File: config.mk
export PLATFORM = sky130hd
export DESIGN_NAME = pipe_stage_elastic_flat
export DESIGN_NICKNAME = d
export VERILOG_FILES = /design/src/rtl/pipe_pkg.sv /design/src/rtl/pipe_stage_elastic_if.sv /design/src/rtl/pipe_skid_ctrl.sv /design/src/rtl/pipe_stage_elastic.sv /design/src/flat_wrapper.sv
export SDC_FILE = /design/constraint.sdc
export NUM_CORES = 1
export LEC_CHECK = 0
export BUFFER_PORTS_ARGS = -buffer_cell sky130_fd_sc_hd__buf_2
export CORE_MARGIN = 1.5
export CORE_UTILIZATION = 30
export CTS_BUF_LIST = sky130_fd_sc_hd__clkbuf_2
export DETAILED_ROUTE_END_ITERATION = 8
export SLEW_MARGIN = 20
export SYNTH_ARGS = -nofsm -noshare
export SYNTH_HDL_FRONTEND = slang
export SYNTH_HIERARCHICAL = 1
export SYNTH_SLANG_ARGS = --single-unit
File: constraint.sdc
create_clock -name clk -period 1.85 [get_ports clk]
set_clock_uncertainty 0.15 [all_clocks]
set_input_delay 0 -clock clk [delete_from_list [all_inputs] [get_ports clk]]
set_output_delay 0 -clock clk [all_outputs]
set_load 0.005 [all_outputs]
File: src/rtl/pipe_pkg.sv
// Shared types and helpers for the elastic pipeline stage register.
package pipe_pkg;

    typedef enum logic [1:0] {
        EMPTY = 2'd0,
        ONE   = 2'd1,
        TWO   = 2'd2
    } pipe_state_t;

    localparam logic [31:0] PIPE_RST_VAL = 32'h0000_0000;
    localparam int unsigned LANE_MAX_W   = 64;
    localparam int unsigned BUS_MAX_W    = 1024;

    // Lane idx of a lane-packed bus, lane 0 in the LSBs.
    function automatic logic [LANE_MAX_W-1:0] get_lane(input logic [BUS_MAX_W-1:0] bus,
                                                       input int unsigned idx,
                                                       input int unsigned lane_w);
        logic [BUS_MAX_W-1:0] shifted;
        shifted = bus >> (idx * lane_w);
        return shifted[LANE_MAX_W-1:0] & ((LANE_MAX_W'(1) << lane_w) - LANE_MAX_W'(1));
    endfunction

endpackage

File: src/rtl/pipe_stage_elastic_if.sv
// Valid/ready/data handshake bundle; master drives valid and data, slave drives ready.
interface pipe_stage_elastic_if #(
    parameter int unsigned W = 64
);
    logic         valid;
    logic         ready;
    logic [W-1:0] data;

    modport master (output valid, output data, input ready);
    modport slave  (input valid, input data, output ready);
endinterface

File: src/rtl/pipe_skid_ctrl.sv
// Occupancy FSM for the elastic stage: handshake outputs and head/skid load enables.
module pipe_skid_ctrl
    import pipe_pkg::*;
#(
    parameter bit SKID_EN = 1'b1
) (
    input  logic       clk,
    input  logic       rst,
    input  logic       in_valid,
    input  logic       out_ready,
    input  logic       hold,
    input  logic       flush,
    output logic       in_ready,
    output logic       out_valid,
    output logic [1:0] occupancy,
    output logic       load_head,
    output logic       head_from_skid,
    output logic       load_skid,
    output logic       clear
);

    pipe_state_t state_q, state_d;
    logic        xfer_in, xfer_out;

    // With the skid, ready depends only on registered state; without it, ready passes out_ready through.
    assign out_valid = (state_q != EMPTY) & ~hold;
    assign in_ready  = rst & ~hold & (SKID_EN ? (state_q != TWO) : (~out_valid | out_ready));
    assign occupancy = state_q;
    assign xfer_in   = in_valid & in_ready;
    assign xfer_out  = out_valid & out_ready;

    always_ff @(negedge clk or negedge rst) begin
        if (!rst) state_q <= EMPTY;
        else      state_q <= state_d;
    end

    always_comb begin
        state_d = state_q;
        if (flush) begin
            state_d = EMPTY;
        end else if (!hold) begin
            unique case (state_q)
                EMPTY: if (xfer_in) state_d = ONE;
                ONE: begin
                    if (xfer_in && !xfer_out)      state_d = SKID_EN ? TWO : ONE;
                    else if (!xfer_in && xfer_out) state_d = EMPTY;
                end
                TWO:     if (xfer_out) state_d = ONE;
                default: state_d = EMPTY;
            endcase
        end
    end

    always_comb begin
        load_head      = 1'b0;
        head_from_skid = 1'b0;
        load_skid      = 1'b0;
        clear          = flush;
        if (!flush) begin
            unique case (state_q)
                EMPTY: load_head = xfer_in;
                ONE: begin
                    load_head = xfer_in & xfer_out;
                    load_skid = xfer_in & ~xfer_out & SKID_EN;
                end
                TWO: begin
                    load_head      = xfer_out;
                    head_from_skid = xfer_out;
                end
                default: ;
            endcase
        end
    end

endmodule

File: src/rtl/pipe_stage_elastic.sv
// Elastic pipeline stage register: NUM_FIELDS lanes with valid/ready, hazard hold,
// branch flush and an optional second (skid) entry.
module pipe_stage_elastic
    import pipe_pkg::*;
#(
    parameter int unsigned       DATA_W     = 32,
    parameter int unsigned       NUM_FIELDS = 2,
    parameter bit                SKID_EN    = 1'b1,
    parameter logic [DATA_W-1:0] RST_VAL    = DATA_W'(PIPE_RST_VAL),
    parameter int unsigned       CNT_W      = 8
) (
    input  logic                 clk,
    input  logic                 rst,
    pipe_stage_elastic_if.slave  up,
    pipe_stage_elastic_if.master dn,
    input  logic                 hold,
    input  logic                 flush,
    output logic [1:0]           occupancy,
    output logic [CNT_W-1:0]     flush_cnt
);

    localparam int unsigned      BUS_W   = NUM_FIELDS * DATA_W;
    localparam logic [BUS_W-1:0] RST_BUS = {NUM_FIELDS{RST_VAL}};

    logic             in_ready, out_valid;
    logic             load_head, head_from_skid, load_skid, clear;
    logic [BUS_W-1:0] head_q, head_d, skid_q;
    logic [CNT_W-1:0] flush_cnt_q, flush_cnt_d;

    pipe_skid_ctrl #(.SKID_EN(SKID_EN)) u_ctrl (
        .clk            (clk),
        .rst            (rst),
        .in_valid       (up.valid),
        .out_ready      (dn.ready),
        .hold           (hold),
        .flush          (flush),
        .in_ready       (in_ready),
        .out_valid      (out_valid),
        .occupancy      (occupancy),
        .load_head      (load_head),
        .head_from_skid (head_from_skid),
        .load_skid      (load_skid),
        .clear          (clear)
    );

    assign up.ready  = in_ready;
    assign dn.valid  = out_valid;
    assign dn.data   = head_q;
    assign flush_cnt = flush_cnt_q;

    always_comb begin
        head_d = head_q;
        if (clear)          head_d = RST_BUS;
        else if (load_head) head_d = head_from_skid ? skid_q : up.data;
    end

    always_ff @(negedge clk or negedge rst) begin
        if (!rst) head_q <= RST_BUS;
        else      head_q <= head_d;
    end

    generate
        if (SKID_EN) begin : g_skid
            logic [BUS_W-1:0] skid_d;
            always_comb begin
                skid_d = skid_q;
                if (clear)          skid_d = RST_BUS;
                else if (load_skid) skid_d = up.data;
            end
            always_ff @(negedge clk or negedge rst) begin
                if (!rst) skid_q <= RST_BUS;
                else      skid_q <= skid_d;
            end
        end else begin : g_no_skid
            logic unused_load_skid;
            assign unused_load_skid = load_skid;
            assign skid_q           = RST_BUS;
        end
    endgenerate

    // Counter saturates at all-ones so a long flush storm never wraps back to small values.
    always_comb begin
        flush_cnt_d = flush_cnt_q;
        if (flush && (flush_cnt_q != '1)) flush_cnt_d = flush_cnt_q + CNT_W'(1);
    end

    always_ff @(negedge clk or negedge rst) begin
        if (!rst) flush_cnt_q <= '0;
        else      flush_cnt_q <= flush_cnt_d;
    end

endmodule

File: src/flat_wrapper.sv
// flat-port wrapper written by rule: the top's interface ports become plain ports
module pipe_stage_elastic_flat import pipe_pkg::*;
#(
    parameter int unsigned       DATA_W     = 32,
    parameter int unsigned       NUM_FIELDS = 2,
    parameter bit                SKID_EN    = 1'b1,
    parameter logic [DATA_W-1:0] RST_VAL    = DATA_W'(PIPE_RST_VAL),
    parameter int unsigned       CNT_W      = 8
)
  (clk, rst, hold, flush, occupancy, flush_cnt, up_valid, up_data, up_ready, dn_valid, dn_data, dn_ready);
  pipe_stage_elastic_if #(.W(((32) * (2)))) up_i ();
  pipe_stage_elastic_if #(.W(((32) * (2)))) dn_i ();
  input  logic clk;
  input  logic rst;
  input  logic hold;
  input  logic flush;
  output logic [1:0] occupancy;
  output logic [CNT_W-1:0] flush_cnt;
  input wire logic [$bits(up_i.valid)-1:0] up_valid;
  input wire logic [$bits(up_i.data)-1:0] up_data;
  output wire logic [$bits(up_i.ready)-1:0] up_ready;
  output wire logic [$bits(dn_i.valid)-1:0] dn_valid;
  output wire logic [$bits(dn_i.data)-1:0] dn_data;
  input wire logic [$bits(dn_i.ready)-1:0] dn_ready;
  assign up_i.valid = up_valid;
  assign up_i.data = up_data;
  assign up_ready = up_i.ready;
  assign dn_valid = dn_i.valid;
  assign dn_data = dn_i.data;
  assign dn_i.ready = dn_ready;
  pipe_stage_elastic #(.DATA_W(DATA_W), .NUM_FIELDS(NUM_FIELDS), .SKID_EN(SKID_EN), .RST_VAL(RST_VAL), .CNT_W(CNT_W)) u_core (.clk(clk), .rst(rst), .up(up_i), .dn(dn_i), .hold(hold), .flush(flush), .occupancy(occupancy), .flush_cnt(flush_cnt));
endmodule
# Word-level counts from Yosys, hierarchy flattened
# Cells that the tools add are included.
dict set report op_classes {
  n_mux 18
  reduce_logical 10
  add_sub_neg 1
  eq_ne 8
  bitwise_logic 9
}
# operator n
set op_table {}
lappend op_table {{two-way mux 64 bit} 5}
lappend op_table {{two-way mux 2 bit} 6}
lappend op_table {{adder 8 x 1 -> 8 bit (second input constant)} 1}
lappend op_table {{!= test 8 bit (second input constant)} 1}
lappend op_table {{bitwise AND 1 bit} 7}
lappend op_table {{!= test 3 bit (second input constant)} 2}
lappend op_table {{case mux 2 bit (3 select lines)} 1}
lappend op_table {{nonzero test 2 bit} 3}
lappend op_table {{two-way mux 1 bit} 5}
lappend op_table {{!= test 4 bit (second input constant)} 1}
lappend op_table {{AND reduction 4 bit} 1}
lappend op_table {{logical AND 1 bit} 3}
lappend op_table {{case mux 1 bit (3 select lines)} 1}
lappend op_table {{equality test 2 x 1 -> 1 bit (second input constant)} 1}
lappend op_table {{equality test 2 bit (second input constant)} 1}
lappend op_table {{zero test 1 bit} 2}
lappend op_table {{zero test 2 bit} 1}
lappend op_table {{!= test 2 x 1 -> 1 bit (second input constant)} 1}
lappend op_table {{!= test 2 bit (second input constant)} 1}
lappend op_table {{NOT 1 bit} 2}
dict set report word_totals {
  regBits 138
  in_bits 70
}

# Longest topological paths before layout
dict set report depth {
  depth_word 11
  depth_mapped 7
}

# Hierarchy
# Netlist, hierarchy kept.
# module area_each_um2 n_inst cells_each
set by_module_without_submodules {}
lappend by_module_without_submodules {pipe_stage_elastic 6043.3 1 527}
lappend by_module_without_submodules {pipe_skid_ctrl 192.7 1 25}

==> impl_metrics.toml <==
[route]
routed-via-count = 5117
routed_wl_um = 19300
wl_per_cell_um = 18.0
vias_per_cell = 4.78
firstDrtPassIters = 4
drc = 0
ant_nets = 0
drtIter0Drc = 251

[synthesis]
synth_top_cell_area_share = 0.554
synth_nets = 623
syn-cell-area_um2 = 6240
synthDistinctLibCells = 37
synth_area_leaders = "dfrtn_1, mux2i_1, nor2_1, a211oi_1, clkbuf_1"
synth_edf_count = 0
synth_top_cell_by_area = "dfrtn_1"
yosysSeqAreaShare = 0.554
synth.avg_cell_area_um2 = 11.3
synth.most_common_cell = "dfrtn_1"
synth_seq_cells = 138
synthArstFlopShare = 1.00
synth_flop_cell = "dfrtn_1"
synthCells = 552
yosysWarnings = 6
synthTopCellsByCount = "dfrtn_1, nor2_1, mux2i_1"

[timing]
maxSlewViolCount = 0
setup_viol = 203
worst_slack_ns = -0.780
hold_violations = 0
slew_headroom = 0.427
tns_ns = -54.45
tightestPinTransition_ns = 0.859
rsz0062_at_grt = "yes"

[pwr]
ir_drop_mv = 0.617
p_per_area_nw_per_um2 = 711
p_leak_nw = 4.18

[placement]
place_congestion = 0.792
dp.cells = 955
portBuffers = 145
place_ws_ns = -0.631
hpwl_um = 9680

[layout]
final_cells = 1070
drive_gt1_frac = 0.476
area.growth.synth_to_final_pct = 50.5
final_util = 0.462
num-fill-cells = 1901
layout.nets = 855

[setup_path]
timing.critical_path.to_type = "output port"
r2r_setup_slack_ns = -0.28
crit_path_start_kind = "flop"
r2r_cells = 10
required_ns = 1.70
r2r_start = "u_core/u_ctrl/occupancy[0]$_DFFE_NN0P_"
crit_arrival_ns = 2.48
critical_path_class = "reg2out"
crit_chain = "and2b_2 > nor3b_2 > buf_2"
cp_slowest_cell = "dfrtn_1"
critPathMaxStageDelay_ns = 0.44
rr_endpoint = "u_core/skid_q[52]$_DFFE_NN0P_"
crit_fanout = 2

[global_route]
grt_pass1_wl_um = 25600
grt_overflow = 0
grt_use_total = 0.151
antenna_found_initial = 3
grt_pass1_vias = 4733
grt_max_degree = 75

[cts]
h-tree-depth = 4
cts_tree = "yes"
cts_made_buffers = 17
cts_sinks = 138
root_buffer = "clkbuf_2"
clkTransAtPathRegs_ns = 0.14
cts_buffer_depth = 2
clock_latency_ns = 0.59

[run]
cap_violations = 0

[floorplanning]
std_cell_rows = 52
die_h_um = 147
die_width_um = 147
ioPinCount = 146
floorplan.initialDensity = 0.307
dieArea_um2 = 21700
core_um2 = 20300

[outcome]
outcome = "finished with violations"
violations = "negative setup slack"

[hold_path]
hold_path.class = "in2async"
worst max path at each step:
stage / from / end / slack [ns] / cells after the start
5_1_grt: u_core/u_ctrl/occupancy[0]$_DFFE_NN0P_ / up_ready / -0.88 / 3
3_5_place_dp: up_valid / u_core/skid_q[5]$_DFFE_NN0P_ / -0.63 / 7
6_report: u_core/u_ctrl/occupancy[0]$_DFFE_NN0P_ / up_ready / -0.78 / 3
3_3_place_gp: up_valid / u_core/skid_q[9]$_DFFE_NN0P_ / -0.59 / 7
2_1_floorplan: up_valid / u_core/skid_q[53]$_DFFE_NN0P_ / -0.37 / 6
4_1_cts: u_core/u_ctrl/occupancy[0]$_DFFE_NN0P_ / up_ready / -0.85 / 3
critical path: cells and delay by family, from the launching register on:
kind | cells | cell delay (ns)
flops | 1 | 0.44
buf+inv | 1 | 0.14
simple gates | 2 | 0.39
state kept, by name, summed over array words and instances (netlist names):
| register | cells |
|---|---|
| u_core/dn.data | 64 |
| u_core/u_ctrl/occupancy | 2 |
| u_core/skid_q | 64 |
| u_core/flush_cnt | 8 |
cells in the final DEF, fill, tap and decap left out, types with 2 or more instances in the layout:
master	count
dfrtn_1	138
mux2i_1	128
clkinvlp_4	3
bufinv_16	4
a211oi_1	36
buf_16	5
buf_12	15
clkinv_2	2
buf_8	9
buf_6	18
a211oi_2	29
a21oi_1	8
nor2_4	37
buf_2	136
clkinv_4	4
clkbuf_16	12
a31oi_1	3
clkbuf_2	17
nor2_2	13
diode_2	3
nor2_1	85
buf_4	63
nand4_1	2
per-stage QoR:
step	area (µm²)	power, W	hold slack, ns
after floorplan	6470	0.00376	-0.127
after global placement	7480	0.00420	0.264
after detailed placement	7480	0.00421	0.271
after CTS	8280	0.00644	0.188
after global routing	9380	0.00700	0.0438
final	9390	0.00667	0.0962
layout make-up:
| class | instances | area, µm² | area share |
|---|---|---|---|
| Sequential cell | 138 | 3450 | 0.368 |
| Antenna cell | 3 | 7.51 | 0.000800 |
| Multi-Input combinational cell | 367 | 3060 | 0.326 |
| Inverter | 2 | 7.51 | 0.000800 |
| Timing Repair Buffer | 258 | 2230 | 0.238 |
| Tap cell | 270 | 338 | 0.0360 |
| Clock inverter | 15 | 200 | 0.0213 |
| Clock buffer | 17 | 85.1 | 0.00907 |
layer usage:
layer  global-route usage  share of wire  up-vias  wire, µm
li1                     -              -     2444         -
met1                0.201           0.47     2501      9010
met2                0.237           0.46      140      8900
met3               0.0503          0.057       28      1090
met4               0.0375          0.015        4       285
met5                    0         0.0011        -        21
kinds of logic (layout without fill, tap and decap cells):
family	count (synthesis)	in the layout	synth area share
adder cells (fa/ha/maj)	1	1	0.00201
AO/OA/AOI/OAI	83	83	0.0965
other	0	3	0
buffers and inverters	47	292	0.0355
XOR/XNOR	1	1	0.00140
AND/OR/NAND/NOR	152	152	0.101
flip-flops	138	138	0.554
multiplexers	130	130	0.209
report_power, final:
group | switching [W] | internal [W]
clock | 0.00121 | 0.000889
combinational | 0.000632 | 0.000653
sequential | 0.000101 | 0.00319
total | 0.00194 | 0.00473
what timing repair did:
| item | CTS | global route |
|---|---|---|
| hold buffers | 0 | 0 |
| setup buffers | 33 | 27 |
| resized for setup | 30 | 143 |
| gates cloned | 5 | 21 |
| setup endpoints to repair | 143 | 204 |
| pin swaps | 1 | 28 |
(Power assumes the default switching activity.)
